--- src/rtl/pulse_burst_gen.sv ---
// Burst scheduler: queues {count, spacing} requests and emits single-cycle strobes
// with clamped spacing, per-burst done pulses, a post-burst tail gap and a synchronous flush.
module pulse_burst_gen #(
    parameter int CNT_W       = 8,
    parameter int GAP_W       = 8,
    parameter int MIN_SPACING = 4,
    parameter int FIFO_DEPTH  = 4
) (
    input  logic             clk,
    input  logic             rst,
    input  logic             flush,
    input  logic             req_valid,
    output logic             req_ready,
    input  logic [CNT_W-1:0] req_count,
    input  logic [GAP_W-1:0] req_spacing,
    output logic             pulse_narrow,
    output logic             done,
    output logic             busy
);
    localparam int PTR_W = $clog2(FIFO_DEPTH);
    localparam int ENT_W = CNT_W + GAP_W;
    localparam logic [GAP_W-1:0] MIN_S     = GAP_W'(MIN_SPACING);
    localparam logic [GAP_W-1:0] TAIL_INIT = GAP_W'(MIN_SPACING - 2);
    localparam logic [PTR_W:0]   FULL_CNT  = (PTR_W+1)'(FIFO_DEPTH);

    typedef enum logic [1:0] {IDLE, PULSE, GAP, TAIL} state_t;

    state_t           state;
    logic [ENT_W-1:0] mem [FIFO_DEPTH];
    logic [PTR_W-1:0] rd_ptr;
    logic [PTR_W-1:0] wr_ptr;
    logic [PTR_W:0]   count;
    logic [CNT_W-1:0] remaining;
    logic [GAP_W-1:0] spacing;
    logic [GAP_W-1:0] gap_cnt;

    logic             full;
    logic             empty;
    logic             push;
    logic             pop;
    logic [CNT_W-1:0] head_count;
    logic [GAP_W-1:0] head_spacing;
    logic [GAP_W-1:0] eff_spacing;

    // Handshake: a request transfers on a rising clk edge where req_valid && req_ready;
    // req_valid may be held while waiting, and fields must be stable while it is high.
    assign full      = (count == FULL_CNT);
    assign empty     = (count == '0);
    assign req_ready = !full && !flush && !rst;
    assign push      = req_valid && req_ready;
    assign pop       = (state == IDLE) && !empty && !flush;
    assign busy      = (state != IDLE) || !empty;

    assign head_count   = mem[rd_ptr][ENT_W-1:GAP_W];
    assign head_spacing = mem[rd_ptr][GAP_W-1:0];
    assign eff_spacing  = (head_spacing < MIN_S) ? MIN_S : head_spacing;

    always_ff @(posedge clk) begin
        if (push) begin
            mem[wr_ptr] <= {req_count, req_spacing};
        end
    end

    always_ff @(posedge clk or posedge rst) begin
        if (rst) begin
            rd_ptr <= '0;
            wr_ptr <= '0;
            count  <= '0;
        end else if (flush) begin
            rd_ptr <= '0;
            wr_ptr <= '0;
            count  <= '0;
        end else begin
            if (push) begin
                wr_ptr <= wr_ptr + 1'b1;
            end
            if (pop) begin
                rd_ptr <= rd_ptr + 1'b1;
            end
            case ({push, pop})
                2'b10:   count <= count + 1'b1;
                2'b01:   count <= count - 1'b1;
                default: count <= count;
            endcase
        end
    end

    // Gap and tail counters load (length - 2) so each phase lasts (length - 1) cycles,
    // putting consecutive strobes exactly S apart and the tail at MIN_SPACING + 1.
    always_ff @(posedge clk or posedge rst) begin
        if (rst) begin
            state        <= IDLE;
            remaining    <= '0;
            spacing      <= '0;
            gap_cnt      <= '0;
            pulse_narrow <= 1'b0;
            done         <= 1'b0;
        end else if (flush) begin
            state        <= IDLE;
            remaining    <= '0;
            spacing      <= '0;
            gap_cnt      <= '0;
            pulse_narrow <= 1'b0;
            done         <= 1'b0;
        end else begin
            pulse_narrow <= 1'b0;
            done         <= 1'b0;
            case (state)
                IDLE: begin
                    if (pop) begin
                        remaining <= head_count;
                        spacing   <= eff_spacing;
                        if (head_count != '0) begin
                            state        <= PULSE;
                            pulse_narrow <= 1'b1;
                        end else begin
                            done <= 1'b1;
                        end
                    end
                end
                PULSE: begin
                    remaining <= remaining - 1'b1;
                    if (remaining > CNT_W'(1)) begin
                        state   <= GAP;
                        gap_cnt <= spacing - GAP_W'(2);
                    end else begin
                        state   <= TAIL;
                        gap_cnt <= TAIL_INIT;
                        done    <= 1'b1;
                    end
                end
                GAP: begin
                    if (gap_cnt == '0) begin
                        state        <= PULSE;
                        pulse_narrow <= 1'b1;
                    end else begin
                        gap_cnt <= gap_cnt - 1'b1;
                    end
                end
                TAIL: begin
                    if (gap_cnt == '0) begin
                        state <= IDLE;
                    end else begin
                        gap_cnt <= gap_cnt - 1'b1;
                    end
                end
                default: state <= IDLE;
            endcase
        end
    end
endmodule

--- config.mk ---
export PLATFORM = sky130hd
export DESIGN_NAME = pulse_burst_gen
export DESIGN_NICKNAME = d
export VERILOG_FILES = /design/src/rtl/pulse_burst_gen.sv
export SDC_FILE = /design/constraint.sdc
export NUM_CORES = 1
export LEC_CHECK = 0
export CORE_ASPECT_RATIO = 0.75
export CORE_MARGIN = 2
export CORE_UTILIZATION = 29
export CTS_CLUSTER_DIAMETER = 80
export DETAILED_ROUTE_END_ITERATION = 6
export GPL_TIMING_DRIVEN = 1
export MAX_ROUTING_LAYER = met4
export PLACE_DENSITY_LB_ADDON = 0.25
export SYNTH_ARGS = -nofsm -noshare
export SYNTH_HDL_FRONTEND = slang
export SYNTH_SLANG_ARGS = --single-unit
--- constraint.sdc ---
create_clock -name clk -period 2.3 [get_ports clk]
set_input_delay 0.345 -clock clk [delete_from_list [all_inputs] [get_ports clk]]
set_output_delay 0.345 -clock clk [all_outputs]
set_load 0.1 [all_outputs]
==> run summary <==
CP startpoint kind -> flip-flop
largest net degree at the start of global routing -> 36
worst-margin pin slew -> 648 ps
flops & latches, synth -> 99
Post-synth EDFFs -> 64
clk sinks -> 99
post-synth cell types -> 48
Post-Syn Area -> 0.00445 mm^2
pins over their slew limit -> 0
cell at the slowest stage of the critical path -> mux4_2
Clock Pin Slew Worst Setup and Hold Paths -> 70 ps
crit path kind -> flip-flop to flip-flop
top cell type's share of synthesized area -> 43.2%
CP top delay family -> simple AND/OR/NAND/NOR gates
Routed WL -> 9140 um
synth warn -> 0
Synthesized Nets -> 352
WL/cell -> 15.8 um
fin nets -> 398
fillcell total -> 1,498
Max H-tree Level -> 3
Ports -> 24
Layout area overhead -> 22.7%
vias in the first global route -> 2,712
Die X -> 147 um
final count of hold timing violations -> 0
via count -> 2,721
Reg area -> 0.00280 mm^2
outcome -> complete, no violations
top_reg_cell synth -> edfxtp_1
DR pass1 iterations -> 4
share of cells above drive strength 1 -> 19.3%
Critical Path End Type -> flip-flop
Fmax achieved -> 0.470 GHz
Seq/Total Area, Yosys -> 62.9%
initial antenna violation count -> 0
first-pass GRT wire length -> 15,400 um
fin crit share -> 92.5%
arrival time worst endpoint -> 2360 ps
clock buffer count from CTS -> 9
pre-CTS setup slack -> -59.6 ps
area leader, netlist -> edfxtp_1
Slew headroom -> 56.6%
Initial Util -> 29.4%
worst IR drop on VDD -> 0.470 mV
Crit Path Max Fanout -> 18
core area -> 0.0151 mm^2
dominant cells by area after synthesis -> edfxtp_1 (43%), dfrtp_1 (20%), mux4_2 (8.1%)
TritonCTS clock tree -> yes
Placer Congestion -> 0.784
Residual DRC -> 0
root buf cell -> clkbuf_16
Final Setup Violations -> 0
Post-synth ARST share -> 35.4%
DIE HEIGHT -> 111 um
final worst slack -> 172 ps
synth cell count leaders -> edfxtp_1 (64), nor2_1 (39), dfrtp_1 (35)
HPWL reported at the end of detailed placement -> 6230 um
Skew-Pair Late Insertion Delay -> 340 ps
PD cells -> 1220 mW/mm^2
reg2reg setup slack -> 170 ps
met2 Track Usage GR -> 18.2%
Vias/cell -> 4.71
buffers and inverters on the worst path -> 1
grt met3 use -> 2.84%
row count -> 39
grt ovf -> 0
M1 GR Usage -> 17.8%
worst min-delay path class -> flip-flop to flip-flop
# Max-Cap Violations -> 0
clock skew -> 5.18 ps
syn_area_per_cell -> 13.8 um^2
die area -> 0.0163 mm^2
initial drt markers -> 172
leakage -> 0.00200 uW
CP Cell Sequence -> buf_12 -> mux4_2 -> nor4_1 -> nand2_1 -> a22o_1
Setup Buffers After CTS -> 0
post-route ant nets -> 0
port bufs -> 23
crit path time final -> 2130 ps
top-count cell post-synth -> edfxtp_1
CP Data Required Time -> 2530 ps
antenna cells -> 0
Overall Power -> 6650 uW
Post-Syn Instances -> 322
Multi-input gate area -> 0.00155 mm^2
Worst path max stage delay -> 570 ps
RSZ-0062 raised after global routing -> false
CTS Buffer Depth -> 2
grt peak-use layer -> met2
GR Util All Layers -> 12.6%
-- per-stage QoR --
| step | instance area (um^2) | hold WS [ps] | setup TNS (ps) | cells | utilization, % |
|---|---|---|---|---|---|
| finish | 5450 | 529 | 0 | 578 | 36.1 |
| global route | 5450 | 555 | 0 | 578 | 36.1 |
| CTS | 5450 | 523 | 0 | 578 | 36.0 |
| detailed placement | 5140 | 513 | -59.6 | 562 | 34.0 |
| global placement | 5140 | 504 | -27.6 | 562 | 34.0 |
| floorplan | 4470 | 444 | -1530 | 322 | - |
-- area by class of cell --
type                       instances  area share, %
clock inverter                     7           1.51
tap                              205           4.70
timing repair buffer              46           9.04
sequential                        99           51.3
multi-input combinational        199           28.4
clock buffer                       9           4.13
inverter                          13          0.895
-- kinds of logic after synthesis --
| kind of cell | count (synthesis) | synth area share (%) |
|---|---|---|
| mux | 17 | 8.33 |
| compound gates | 57 | 8.75 |
| simple gates | 99 | 11.0 |
| xor+xnor | 16 | 3.15 |
| buf+inv | 24 | 2.81 |
| fa+ha+maj | 10 | 2.98 |
| flops | 99 | 62.9 |
-- worst reg2reg max path, cell delays in order (launching register included) --
cell and delay (ps):
dfrtp_1 370, buf_12 200, mux4_2 570, nor4_1 400
nand2_1 200, a22o_1 280
-- report_power, final --
group / leakage (uW) / switching, uW / internal (uW)
sequential: 0.00105 / 250 / 2140
combinational: 0.000798 / 1520 / 1190
clock: 0.000150 / 687 / 862
total: 0.00200 / 2460 / 4190
-- layer usage --
layer,share of wire (%),vias up
met5,0,-
met1,50,1356
met4,0.93,0
li1,-,1309
met3,2.9,10
met2,46,46
-- flip-flops by register name, summed over array words and instances (netlist names) --
| signal | cells |
|---|---|
| state | 2 |
| gap_cnt | 8 |
| spacing | 8 |
| wr_ptr | 2 |
| rd_ptr | 2 |
| pulse_narrow | 1 |
| count | 3 |
| mem | 64 |
| done | 1 |
| remaining | 8 |
-- layout by cell type, fill, tap and decap left out, types with 7 or more instances in the layout --
| cell type | n |
|---|---|
| inv_1 | 13 |
| clkbuf_16 | 9 |
| nand2_1 | 18 |
| edfxtp_1 | 64 |
| clkdlybuf4s50_1 | 19 |
| xnor2_1 | 8 |
| a22o_1 | 7 |
| o21ai_0 | 14 |
| a21oi_1 | 11 |
| buf_4 | 19 |
| nor2_1 | 39 |
| ha_1 | 9 |
| nor3_1 | 10 |
| xor2_1 | 8 |
| buf_12 | 8 |
| dfrtp_1 | 35 |
| mux4_2 | 16 |
-- worst paths after layout --
| path | end | start | cells past startpoint |
|---|---|---|---|
| max | pulse_narrow | rd_ptr[0] | 5 |
| min | remaining[7] | remaining[7] | 2 |
| max reg2reg | pulse_narrow | rd_ptr[0] | 5 |
| min reg2reg | remaining[7] | remaining[7] | 2 |
| max in group asynchronous | remaining[3] | rst | 4 |
| min in group asynchronous | wr_ptr[1] | rst | 4 |
-- timing repair --
item | CTS | global route
gates resized for setup | 0 | 1
hold buffers | 0 | 0
hold endpoints to repair | 0 | 0
setup endpoints to repair | 0 | 1
Note: power is estimated with default switching activity, not from simulation.
